$ cat src/rtl/cond_resolver.sv
// cond_resolver: resolves ARM-style condition codes against status flags, stalling on in-flight flag writes.
// Optional statistics counters are enabled by defining COND_RESOLVER_STATS_EN.
module cond_resolver #(
    parameter int CNT_W = 16
) (
    input  logic             clock,
    input  logic             reset,
    input  logic             negative_flag,
    input  logic             zero_flag,
    input  logic             carry_flag,
    input  logic             overflow_flag,
    input  logic             mode_flag,
    input  logic [2:0]       update_mode,
    input  logic             req_valid,
    input  logic [3:0]       req_cond,
    output logic             req_ready,
    output logic             res_valid,
    output logic             res_taken,
    output logic             halted,
    output logic [CNT_W-1:0] eval_count,
    output logic [CNT_W-1:0] taken_count
);
    typedef enum logic [1:0] {IDLE, WAIT, HALTED} state_t;

    state_t     state, state_n;
    logic [3:0] cond_q, cond_n;
    logic       valid_n, taken_n;

    function automatic logic cond_true(input logic [3:0] c, input logic n, z, cf, v, m);
        case (c)
            4'h0: cond_true = z;
            4'h1: cond_true = !z;
            4'h2: cond_true = cf;
            4'h3: cond_true = !cf;
            4'h4: cond_true = n;
            4'h5: cond_true = !n;
            4'h6: cond_true = v;
            4'h7: cond_true = !v;
            4'h8: cond_true = cf && !z;
            4'h9: cond_true = !cf || z;
            4'hA: cond_true = n == v;
            4'hB: cond_true = n != v;
            4'hC: cond_true = !z && (n == v);
            4'hD: cond_true = z || (n != v);
            4'hE: cond_true = 1'b1;
            default: cond_true = m;
        endcase
    endfunction

    assign req_ready = state == IDLE;
    assign halted    = state == HALTED;

    always_comb begin
        state_n = state;
        cond_n  = cond_q;
        valid_n = 1'b0;
        taken_n = res_taken;
        if (update_mode == 3'd6) begin
            state_n = HALTED;
        end else begin
            case (state)
                IDLE: if (req_valid) begin
                    cond_n = req_cond;
                    if (update_mode == 3'd0) begin
                        valid_n = 1'b1;
                        taken_n = cond_true(req_cond, negative_flag, zero_flag, carry_flag, overflow_flag, mode_flag);
                    end else begin
                        state_n = WAIT;
                    end
                end
                // Flags written at the intervening negedge are now stable.
                WAIT: begin
                    valid_n = 1'b1;
                    taken_n = cond_true(cond_q, negative_flag, zero_flag, carry_flag, overflow_flag, mode_flag);
                    state_n = IDLE;
                end
                default: ;
            endcase
        end
    end

    always_ff @(posedge clock or posedge reset) begin
        if (reset) begin
            state     <= IDLE;
            cond_q    <= 4'h0;
            res_valid <= 1'b0;
            res_taken <= 1'b0;
        end else begin
            state     <= state_n;
            cond_q    <= cond_n;
            res_valid <= valid_n;
            res_taken <= taken_n;
        end
    end

`ifdef COND_RESOLVER_STATS_EN
    always_ff @(posedge clock or posedge reset) begin
        if (reset) begin
            eval_count  <= '0;
            taken_count <= '0;
        end else if (res_valid && state != HALTED) begin
            if (eval_count != '1)
                eval_count <= eval_count + 1'b1;
            if (res_taken && taken_count != '1)
                taken_count <= taken_count + 1'b1;
        end
    end
`else
    assign eval_count  = '0;
    assign taken_count = '0;
`endif
endmodule

$ cat config.mk
export PLATFORM = sky130hd
export DESIGN_NAME = cond_resolver
export DESIGN_NICKNAME = d
export VERILOG_FILES = /design/src/rtl/cond_resolver.sv
export SDC_FILE = /design/constraint.sdc
export NUM_CORES = 1
export LEC_CHECK = 0
export CORE_UTILIZATION = 35
export CTS_BUF_LIST = sky130_fd_sc_hd__clkbuf_8
export DETAILED_ROUTE_END_ITERATION = 8
export GPL_ROUTABILITY_DRIVEN = 0
export GPL_TIMING_DRIVEN = 0
export HOLD_SLACK_MARGIN = 0.03
export PLACE_DENSITY = 0.79
export SLEW_MARGIN = 20
export SYNTH_ARGS = -nofsm -noshare
export SYNTH_HDL_FRONTEND = slang
export SYNTH_SLANG_ARGS = --single-unit
export TNS_END_PERCENT = 20
$ cat constraint.sdc
create_clock -name clock -period 2.42 [get_ports clock]
set_input_delay 0.363 -clock clock [delete_from_list [all_inputs] [get_ports clock]]
set_output_delay 0.363 -clock clock [all_outputs]
set_load 0.05 [all_outputs]
==> impl_metrics.json <==
{
  "status": "finished clean",
  "drv_cap": 0,
  "p_leak_nw": 0.694,
  "ios": 51,
  "post-route-drc-count": 0,
  "grt_antenna_before_repair": 0,
  "cp_slowest_cell": "clkdlybuf4s50_1",
  "yosys.area_share.simple_pct": 16.6,
  "path_cells": "clkbuf_1, nor2_1, clkdlybuf4s50_1",
  "r2r-end": "res_taken",
  "start_util_pct": 37.0,
  "synth_top_area_share_pct": 24.1,
  "finalWorstSetupSlack_ns": 0.341,
  "synth_top_family_by_area": "buffers and inverters",
  "rsz0062_at_grt": "no",
  "total_power_mw": 0.561,
  "avgSynthCellArea_um2": 7.98,
  "drtPass1Iterations": 4,
  "drt-initial-drc-count": 12,
  "cts-htree-levels": 1,
  "yosys.area.top_type": "buf_4",
  "coreArea_um2": 2780,
  "cts_buffer_depth": 2,
  "grt_first_pass_wirelength_um": 3110,
  "synth.distinct_cells": 44,
  "grt_usage_pct": 12.5,
  "crit_required_ns": 2.06,
  "reg2reg_depth": 6,
  "p_int_mw": 0.332,
  "synth_compound_area_share_pct": 22.6,
  "ctsHoldBuffers": 0,
  "r2r_setup_slack_ns": 0.82,
  "hold_viol": 0,
  "cp-startpoint": "state[0]",
  "die_h_um": 56.2,
  "die_area_um2": 3160,
  "via_per_inst": 4.44,
  "ys.flop_type": "dfrtp_1",
  "wl_um": 2030,
  "path_clk_slew_ns": 0.04,
  "fin_util_pct": 49.1,
  "swShare_pct": 40.8,
  "synth_top_cells_by_area": "buf_4 24%, dfrtp_1 19%, o21ai_0 4.4%",
  "power_switching_mw": 0.229,
  "tns_ns": 0,
  "crit_path_max_incr_delay_ns": 0.81,
  "hold_ws_ns": 0.373,
  "ir_worst_vdd_mv": 0.272,
  "num_rows": 19,
  "post_route_cells_drive_above_1_share_pct": 27.1,
  "worstSetupPathType": "register to primary output",
  "min_path_type": "input pin to async pin",
  "cts_resized": 0,
  "chipWidth_um": 56.2,
  "grt_max_degree": 11,
  "drtAntennaViolNets": 0,
  "synth-async-reset-ratio_pct": 100,
  "endpoint": "halted",
  "synth_xor_area_share_pct": 2.43,
  "reg2reg_from": "cond_q[0]",
  "fin_crit_ns": 2.08,
  "layoutNonFillerInstCount": 208,
  "p_seq_share_pct": 25.1,
  "p_per_area_nw_per_um2": 411,
  "finalClockSkew_ns": 0.00541,
  "ys_warn_count": 0,
  "postSynthCellCount": 129,
  "ys_seq_elements": 8,
  "grt_pass1_vias": 712,
  "synthToLayoutAreaGrowth_pct": 32.7,
  "cp_top_family": "buffers and inverters",
  "netlist_area_um2": 1030,
  "stdcell_area_um2": 1370,
  "overflow": 0,
  "synth_common_cells": "33 x buf_4, 9 x o21ai_0, 8 x dfrtp_1",
  "post-cts-setup-buffer-count": 0,
  "end_kind": "primary output",
  "arrival_ns": 1.72,
  "final-setup-viol-count": 0,
  "cts_root_buffer": "clkbuf_8",
  "num_vias": 924,
  "cts_sinks": 8,
  "ys_seq_area_share_pct": 19.4,
  "fmax_mhz": 481,
  "worstPathMaxFanout": 9,
  "clkPwrFrac_pct": 30.0,
  "cts_tree": "done",
  "final_nets": 194,
  "dpl.hpwl_um": 1560,
  "slew_viol_final": 0,
  "min_period_over_period_pct": 85.9,
  "detail_route.wl_per_cell_um": 9.75,
  "placed_cells": 205,
  "critical_path_depth": 3,
  "muxShareOfSynthArea_pct": 7.17,
  "antennaDiodeCount": 0,
  "synth_edf_count": 0,
  "dp_slack_ns": 0.364,
  "clk_latency_ns": 0.24,
  "dpl_cell_area_um2": 1330,
  "cp-start-kind": "register",
  "synthAdderAreaFrac_pct": 0,
  "path_buf_inv": 2,
  "io_buffers": 14,
  "comb_power_share_pct": 44.9,
  "cts_buffers": 3,
  "yosysMostFrequentCell": "buf_4"
}
-- final cells by class --
class,instances,area (um2)
sequential,8,200
multi-input combinational,104,623
clock buffer,3,41.3
timing repair buffer,14,140
fill,278,1420
tap,31,38.8
inverter,7,26.3
buffer,41,297
-- logic make-up (layout without fill, tap and decap cells) --
| kind of cell | Yosys count | in the layout |
|---|---|---|
| other cells | 1 | 32 |
| compound gates | 33 | 33 |
| xor+xnor | 2 | 2 |
| flops | 8 | 8 |
| mux | 7 | 7 |
| simple gates | 30 | 30 |
| buf+inv | 48 | 65 |
-- routing by layer --
metal	global-route usage, %	routed length (um)	vias to the layer above
li1	-	-	485
met1	16.7	915	399
met2	19.0	941	37
met3	0.930	131	3
met4	8.36	38	0
met5	0	0	-
-- worst min path at each step --
stage	from	endpoint	slack, ns
floorplan	reset	cond_q[0]	0.18
global placement	res_taken	res_taken	0.51
detailed placement	res_taken	res_taken	0.51
CTS	reset	res_taken	0.39
global route	reset	res_taken	0.42
finish	reset	res_taken	0.37
-- sequential cells by signal (all words and copies together) (netlist names) --
register,cells
cond_q,4
state,2
res_taken,1
res_valid,1
-- power by group through the flow --
stage / clock network [mW] / registers [mW] / logic, mW
2_1_floorplan: 0 / 0.144 / 0.213
3_3_place_gp: 0 / 0.143 / 0.248
3_5_place_dp: 0 / 0.143 / 0.249
4_1_cts: 0.169 / 0.141 / 0.250
5_1_grt: 0.174 / 0.141 / 0.266
6_report: 0.168 / 0.141 / 0.252
-- worst reg2reg max path: stages, from the launching register on --
cell      delay (ns)
dfrtp_1         0.34
clkbuf_1        0.31
o21ai_0         0.15
o21a_1          0.13
o211ai_2        0.13
o211ai_1        0.12
a221o_1         0.30
-- cell usage in the layout, fill, tap and decap left out, drive strengths merged, types with 2 or more instances in the layout --
cell type	Yosys	routed
clkbuf	3	6
nand3b	2	2
o211a	2	2
a21oi	2	2
conb	1	32
o21ai	11	11
nor3	2	2
nand4	2	2
nand2	4	4
nor3b	3	3
mux2	3	3
clkdlybuf4s50	0	14
nand2b	2	2
inv	7	7
o211ai	3	3
mux2i	4	4
o221ai	2	2
dfrtp	8	8
buf	38	38
a211oi	2	2
o311ai	2	2
nor2	7	7
o2111ai	2	2
(Power assumes the default switching activity.)
